==> src/rtl/fantasticfft_ifft8.sv <==
// 8-point inverse DFT, bin-serial in / sample-serial out.
// Each accepted bin is rotated by W(k*n) and summed into all eight accumulators at once.
module fantasticfft_ifft8 #(
    parameter int INPUT_SIZE = 8,
    parameter int N          = 8
) (
    input  logic                  clk,
    input  logic                  rst,
    input  logic                  in_valid,
    output logic                  in_ready,
    input  logic [INPUT_SIZE-1:0] in_re,
    input  logic [INPUT_SIZE-1:0] in_im,
    output logic                  out_valid,
    input  logic                  out_ready,
    output logic [INPUT_SIZE-1:0] out_re,
    output logic [INPUT_SIZE-1:0] out_im,
    output logic                  out_last
);
    localparam int W  = INPUT_SIZE;
    localparam int AW = W + 4;
    localparam int PW = AW + 9;
    localparam logic [2:0] LAST = 3'(N - 1);
    localparam logic signed [PW-1:0] K181 = PW'(181);
    localparam logic signed [AW-1:0] SMAX = AW'(2**(W-1) - 1);
    localparam logic signed [AW-1:0] SMIN = AW'(-(2**(W-1)));

    typedef enum logic {ACCUM, DRAIN} state_t;

    state_t                 state_q, state_d;
    logic [2:0]             bin_q, bin_d;
    logic [2:0]             smp_q, smp_d;
    logic signed [AW-1:0]   acc_re_q [N];
    logic signed [AW-1:0]   acc_im_q [N];
    logic signed [AW-1:0]   acc_re_d [N];
    logic signed [AW-1:0]   acc_im_d [N];
    logic signed [AW-1:0]   rot_re [N];
    logic signed [AW-1:0]   rot_im [N];
    logic signed [AW-1:0]   ax, bx;

    // P(v) = floor(v*181/256); v is carried at accumulator width so -a-b never wraps
    function automatic logic signed [AW-1:0] pmul(input logic signed [AW-1:0] v);
        logic signed [PW-1:0] pr;
        pr = PW'(v) * K181;
        return AW'(pr >>> 8);
    endfunction

    function automatic logic [2*AW-1:0] rot(input logic [2:0] m,
                                            input logic signed [AW-1:0] a,
                                            input logic signed [AW-1:0] b);
        logic signed [AW-1:0] re, im, amb, apb;
        amb = a - b;
        apb = a + b;
        case (m)
            3'd0:    begin re = a;           im = b;           end
            3'd1:    begin re = pmul(amb);   im = pmul(apb);   end
            3'd2:    begin re = -b;          im = a;           end
            3'd3:    begin re = pmul(-apb);  im = pmul(amb);   end
            3'd4:    begin re = -a;          im = -b;          end
            3'd5:    begin re = pmul(-amb);  im = pmul(-apb);  end
            3'd6:    begin re = b;           im = -a;          end
            default: begin re = pmul(apb);   im = pmul(-amb);  end
        endcase
        return {re, im};
    endfunction

    function automatic logic [W-1:0] sat(input logic signed [AW-1:0] acc);
        logic signed [AW-1:0] s;
        s = acc >>> 3;
        if (s > SMAX)      return W'(SMAX);
        else if (s < SMIN) return W'(SMIN);
        else               return W'(s);
    endfunction

    assign ax = AW'($signed(in_re));
    assign bx = AW'($signed(in_im));

    for (genvar n = 0; n < N; n++) begin : g_lane
        localparam logic [2:0] NI = 3'(n);
        logic [2:0] m;
        assign m = bin_q * NI;
        assign {rot_re[n], rot_im[n]} = rot(m, ax, bx);
    end

    always_comb begin
        state_d  = state_q;
        bin_d    = bin_q;
        smp_d    = smp_q;
        acc_re_d = acc_re_q;
        acc_im_d = acc_im_q;
        case (state_q)
            ACCUM: if (in_valid) begin
                for (int n = 0; n < N; n++) begin
                    acc_re_d[n] = acc_re_q[n] + rot_re[n];
                    acc_im_d[n] = acc_im_q[n] + rot_im[n];
                end
                bin_d = bin_q + 3'd1;
                if (bin_q == LAST) begin
                    state_d = DRAIN;
                    smp_d   = 3'd0;
                end
            end
            default: if (out_ready) begin
                smp_d = smp_q + 3'd1;
                // block done: clear so the next block starts from zero
                if (smp_q == LAST) begin
                    state_d = ACCUM;
                    bin_d   = 3'd0;
                    for (int n = 0; n < N; n++) begin
                        acc_re_d[n] = '0;
                        acc_im_d[n] = '0;
                    end
                end
            end
        endcase
    end

    always_ff @(posedge clk) begin
        if (rst) begin
            state_q <= ACCUM;
            bin_q   <= 3'd0;
            smp_q   <= 3'd0;
            for (int n = 0; n < N; n++) begin
                acc_re_q[n] <= '0;
                acc_im_q[n] <= '0;
            end
        end else begin
            state_q  <= state_d;
            bin_q    <= bin_d;
            smp_q    <= smp_d;
            acc_re_q <= acc_re_d;
            acc_im_q <= acc_im_d;
        end
    end

    assign in_ready  = (state_q == ACCUM);
    assign out_valid = (state_q == DRAIN);
    assign out_last  = (state_q == DRAIN) && (smp_q == LAST);
    assign out_re    = (state_q == DRAIN) ? sat(acc_re_q[smp_q]) : '0;
    assign out_im    = (state_q == DRAIN) ? sat(acc_im_q[smp_q]) : '0;

endmodule

==> config.mk <==
export PLATFORM = sky130hd
export DESIGN_NAME = fantasticfft_ifft8
export DESIGN_NICKNAME = d
export VERILOG_FILES = /design/src/rtl/fantasticfft_ifft8.sv
export SDC_FILE = /design/constraint.sdc
export NUM_CORES = 1
export LEC_CHECK = 0
export CAP_MARGIN = 40
export CORE_MARGIN = 3
export CORE_UTILIZATION = 43
export CTS_BUF_LIST = sky130_fd_sc_hd__clkbuf_2
export DETAILED_ROUTE_END_ITERATION = 10
export PLACE_DENSITY = 0.56
export SLEW_MARGIN = 20
export SYNTH_ARGS = -nofsm -noshare
export SYNTH_HDL_FRONTEND = slang
export SYNTH_SLANG_ARGS = --single-unit
==> constraint.sdc <==
create_clock -name clk -period 20.2 [get_ports clk]
set_input_delay 2.02 -clock clk [delete_from_list [all_inputs] [get_ports clk]]
set_output_delay 2.02 -clock clk [all_outputs]
set_load 0.01 [all_outputs]
==> flow_summary.yaml, run 1 <==
final_layout:
  fin_nets: 4075
  fin_area_um2: 29940
  layout-drive-gt1-share_pct: 6.418
  nFillCells: 6418
  seqCellArea_um2: 3986
  syn2layout_area_growth_pct: 6.679
  multi_input_area_um2: 22070
logic_synthesis:
  syn_area_per_cell_um2: 7.859
  ys_warn_count: 0
  synth-xor-area-share_pct: 8.560
  synth_top_area_cell: "ha_1"
  yosys-top-cells-count: "ha_1 (421), nor2_1 (360), inv_1 (335), nand2_1 (304), a21oi_1 (273)"
  synthAdderAreaFrac_pct: 26.62
  synthesis.instances: 3571
  yosysMostFrequentCell: "ha_1"
  synth.net_count: 4122
  synth_top_cell_area_share_pct: 18.77
  syn-cell-area_um2: 28060
  yosys.area_share.simple_pct: 14.07
  async_flop_share_pct: 0
  yosys.cell_types.count: 81
  yosysSeqAreaShare_pct: 14.20
  synth_area_leaders: "ha_1 (19%), dfxtp_1 (14%), fa_1 (7.8%), xnor2_1 (5.3%), a21oi_1 (4.9%)"
  synth_mux_area_share_pct: 4.240
  synth_top_family_by_area: "adder cells"
  synth-seq-cells: 199
  synthFlopType: "dfxtp_1"
  synth-edff-count: 0
  synth_compound_area_share_pct: 24.79
die:
  initial_core_util_pct: 43.53
  core_um2: 64460
  fp-row-count: 93
  ioPinCount: 39
  die_w_um: 261.5
  dieArea_um2: 68370
  die_y_um: 261.5
global_route:
  grt_max_degree: 87
  track_usage_pct: 30.81
  grt_pass1_vias: 26880
  grt_pass1_wl_um: 161700
  grt_overflow: 0
  antenna_found_initial: 3
setup_path:
  cpMostUsedCell: "ha_1"
  worstSetupPathType: "input pin to flip-flop"
  required_ns: 21.13
  crit_arrival_ns: 12.76
  critical_path_depth: 39
  crit_path_start_kind: "input pin"
  cp_max_fo: 15
  reg2reg_depth: 23
  critPathTopFamily: "compound AO/OA/AOI/OAI gates"
  end_kind: "flip-flop"
  max_stage_delay_ns: 0.69
  critPathBufInv: 6
  reg2reg_slack_ns: 13.15
  crit_slowest_cell: "o41ai_1"
sta:
  rsz0062_at_grt: "false"
  fin_crit_ns: 11.83
  hold_violations: 0
  skew_ns: 0.05741
  drv_slew: 0
  setup_viol: 0
  worst_hold_slack_ns: 0.4893
  final.period_utilization_pct: 58.58
  tns_ns: 0
  max_freq_mhz: 84.51
  relSlewSlack_pct: 36.87
  worst_slew_pin_slew_ns: 0.9402
drt:
  routed_via_density: 6.154
  vias: 27042
  wire_per_inst_um: 24.08
  wl_met2_um: 46550
  ant_nets: 0
  route.detailed.drc: 0
  dr_wl_met3_um: 8749
  drtPass1Iterations: 7
  drt_iter0_drc: 3210
  wl_met1_um: 46540
  top_layer: "met5"
  totalWireLength_um: 105800
clock_network:
  holdBufCountCts: 0
  insertion_delay_ns: 0.99
  post_cts_buffers: 0
  cts_root_buffer: "clkbuf_2"
  cts_tree: "yes"
  path_clk_slew_ns: 0.31
  cts_max_level: 4
  ctsResizeCount: 0
  cts_inserted_buffers: 17
  cts_buffer_depth: 2
  cts_sinks: 199
flow_run:
  maxCapViolations: 0
hold_path:
  hold_depth: 1
  hold_path_class: "flip-flop to flip-flop"
placement:
  port_buffers: 38
  place_congestion: 1.009
  dpl_cell_area_um2: 29570
  hpwl_um: 78090
outcome:
  status: "complete, no violations"
==> area by class of cell <==
| cell class | instances | share of cell area, % |
|---|---|---|
| Sequential cell | 199 | 13.31 |
| Clock inverter | 15 | 0.5308 |
| Tap cell | 855 | 3.573 |
| Inverter | 343 | 4.300 |
| Timing Repair Buffer | 141 | 4.250 |
| Antenna cell | 2 | 0.01672 |
| Multi-Input combinational cell | 2822 | 73.73 |
| Clock buffer | 17 | 0.2842 |
==> kinds of logic (layout without fill, tap and decap cells) <==
kind of cell               after synthesis  in the layout
AOI/OAI and AO/OA                     1040           1040
adders and majority gates              531            531
and+or+nand+nor                        907            907
buffers and inverters                  550            516
xor gates and xnor gates               271            271
DFF                                    199            199
muxes                                   73             73
other                                    0              2
==> layout by cell type, fill, tap and decap left out, types with 41 or more instances in the layout <==
master / n
nand2_1: 304
a21o_1: 87
nor3_1: 41
dfxtp_1: 197
nand3_1: 48
nor2_1: 360
buf_4: 89
xor2_1: 98
o21ai_0: 192
fa_1: 110
inv_1: 335
a22oi_1: 147
xnor2_1: 165
a21oi_1: 273
ha_1: 416
==> metal layers <==
| layer | GRT usage (%) | vias to the layer above |
|---|---|---|
| met3 | 5.386 | 194 |
| li1 | - | 12513 |
| met1 | 42.05 | 13127 |
| met5 | 0 | - |
| met4 | 10.84 | 4 |
| met2 | 48.94 | 1204 |
==> sequential cells by signal (all words and copies together), names as in the netlist <==
register / count
acc_im_q: 96
acc_re_q: 96
bin_q: 3
out_valid: 1
smp_q: 3
==> through the flow <==
stage,instances,utilization [%],setup slack (ns)
2_1_floorplan,3571,-,9.860
5_1_grt,4393,46.44,7.793
4_1_cts,4384,46.25,8.575
3_3_place_gp,4331,45.52,7.682
3_5_place_dp,4352,45.87,7.515
6_report,4394,46.44,8.367
==> path summary, 6_finish.rpt <==
path | from | endpoint
worst min register to register | acc_re_q[23] | acc_re_q[23]
worst min-delay path | acc_re_q[23] | acc_re_q[23]
worst max register to register | bin_q[0] | acc_re_q[59]
worst max-delay path | in_im[3] | acc_re_q[59]
Power of run 1 is not shown: default switching activity piles up to over one toggle a cycle in this logic, so the estimate is an artifact.
==> run 2: changes to the inputs <==
clock period = 11.6 ns   (was 20.2 ns; I/O delays follow)
==> run 2 against run 1 <==
Compared with the run above:
- die area is the same
- critical endpoint is now acc_im_q[83]
- critical path type unchanged
- largest cell class unchanged
- register-to-register slack got worse by 7.6 ns
- setup slack got worse by 7.0 ns
==> flow_summary.yaml, run 2 (synthesized netlist as in run 1, its figures left out) <==
drt:
  ant_nets: 0
  drtPass1Iterations: 10
  vias: 27230
  wire_per_inst_um: 24.24
  drt_iter0_drc: 2811
  routed_via_density: 6.163
  totalWireLength_um: 107100
  route.detailed.drc: 0
hold_path:
  hold_depth: 1
  hold_path_class: "flip-flop to flip-flop"
sta:
  setup_viol: 0
  worst_slew_pin_slew_ns: 0.9626
  final.period_utilization_pct: 88.63
  hold_violations: 0
  skew_ns: 0.06196
  max_freq_mhz: 97.26
  relSlewSlack_pct: 35.53
  rsz0062_at_grt: "false"
  fin_crit_ns: 10.28
  tns_ns: 0
  drv_slew: 0
setup_path:
  crit_path_start_kind: "input pin"
  critPathTopFamily: "adder cells"
  endpoint: "acc_im_q[83]"
  cpMostUsedCell: "ha_1"
  worstSetupPathType: "input pin to flip-flop"
  reg2reg_depth: 23
  crit_arrival_ns: 11.23
  reg2reg_slack_ns: 5.53
  end_kind: "flip-flop"
  worstSetupStartpoint: "in_im[0]"
  max_stage_delay_ns: 0.50
  reg2reg_from: "bin_q[0]"
  crit_slowest_cell: "fa_1"
  r2r-end: "acc_re_q[59]"
  critPathBufInv: 5
  required_ns: 12.55
  critical_path_depth: 40
  cp_max_fo: 13
placement:
  port_buffers: 38
  hpwl_um: 80370
  place_congestion: 0.9885
final_layout:
  nFillCells: 6481
  final_cell_mix: "ha_1 (416), nor2_1 (359), inv_1 (335)"
  layout-drive-gt1-share_pct: 6.994
  syn2layout_area_growth_pct: 7.343
  seqCellArea_um2: 3986
  reg_top3: "acc_im_q: 96 flops, acc_re_q: 96 flops"
  multi_input_area_um2: 22070
  utilization_pct: 46.73
  fin_nets: 4098
  final_common_cell: "ha_1"
die:
  fp-row-count: 93
  die_y_um: 261.5
  ioPinCount: 39
  initial_core_util_pct: 43.53
  die_w_um: 261.5
  core_um2: 64460
  dieArea_um2: 68370
clock_network:
  cts_buffer_depth: 2
  cts_root_buffer: "clkbuf_2"
  path_clk_slew_ns: 0.30
  cts_max_level: 4
  insertion_delay_ns: 1.00
  cts_tree: "yes"
  ctsResizeCount: 0
  cts_sinks: 199
  cts_inserted_buffers: 17
  holdBufCountCts: 0
  post_cts_buffers: 0
global_route:
  grt_max_degree: 89
  grt_overflow: 0
  antenna_found_initial: 4
  track_usage_pct: 31.34
  grt_pass1_wl_um: 163700
  grt_pass1_vias: 27256
outcome:
  status: "complete, no violations"
flow_run:
  maxCapViolations: 0
## run 2: worst reg2reg max path, cell delays in order (launching register included)
cell and delay [ns]:
dfxtp_1 0.40, buf_4 0.35, ha_1 0.22, buf_4 0.47
xnor2_1 0.32, xnor2_2 0.17, nand2_1 0.46, nand2_1 0.70
nand2_1 0.10, a21oi_1 0.25, o21ai_0 0.13, o21a_1 0.15
ha_1 0.28, a21o_1 0.11, a21oi_1 0.10, nor2b_1 0.20
nor3_1 0.09, o21bai_1 0.19, a21oi_1 0.13, o21ai_0 0.30
a31oi_1 0.14, or3_1 0.41, a211oi_1 0.23, o21bai_1 0.14
## run 2: per-stage QoR
step / hold slack (ns) / std cells / worst slack [ns] / cell area, µm²
5_1_grt: 0.5183 / 4418 / 0.7499 / 30130
3_3_place_gp: 0.4498 / 4367 / 0.2993 / 29620
3_5_place_dp: 0.4644 / 4378 / 0.3900 / 29770
4_1_cts: 0.4944 / 4410 / 1.403 / 30020
6_report: 0.4934 / 4418 / 1.319 / 30130
2_1_floorplan: 0.4323 / 3571 / 2.120 / 28060
## run 2: layout make-up
cell class	count	share of cell area [%]
Clock buffer	19	0.3157
Multi-Input combinational cell	2822	73.27
Sequential cell	199	13.23
Timing Repair Buffer	164	4.826
Tap cell	855	3.551
Inverter	343	4.274
Clock inverter	13	0.5109
Antenna cell	3	0.02492
## run 2: worst min-delay path by stage
stage / from / to / slack, ns
finish: acc_im_q[23] / acc_im_q[23] / 0.49
global route: acc_im_q[23] / acc_im_q[23] / 0.52
CTS: acc_re_q[47] / acc_re_q[47] / 0.49
detailed placement: acc_re_q[47] / acc_re_q[47] / 0.46
global placement: acc_re_q[95] / acc_re_q[95] / 0.45
floorplan: acc_re_q[23] / acc_re_q[23] / 0.43
## run 2: per-layer routing
layer	part of all wire, %	GRT usage (%)
met5	0.026	0
met4	4.3	12.33
met3	8.2	5.763
met2	43	48.58
met1	44	43.09
Power of run 2 is left out for the same reason.
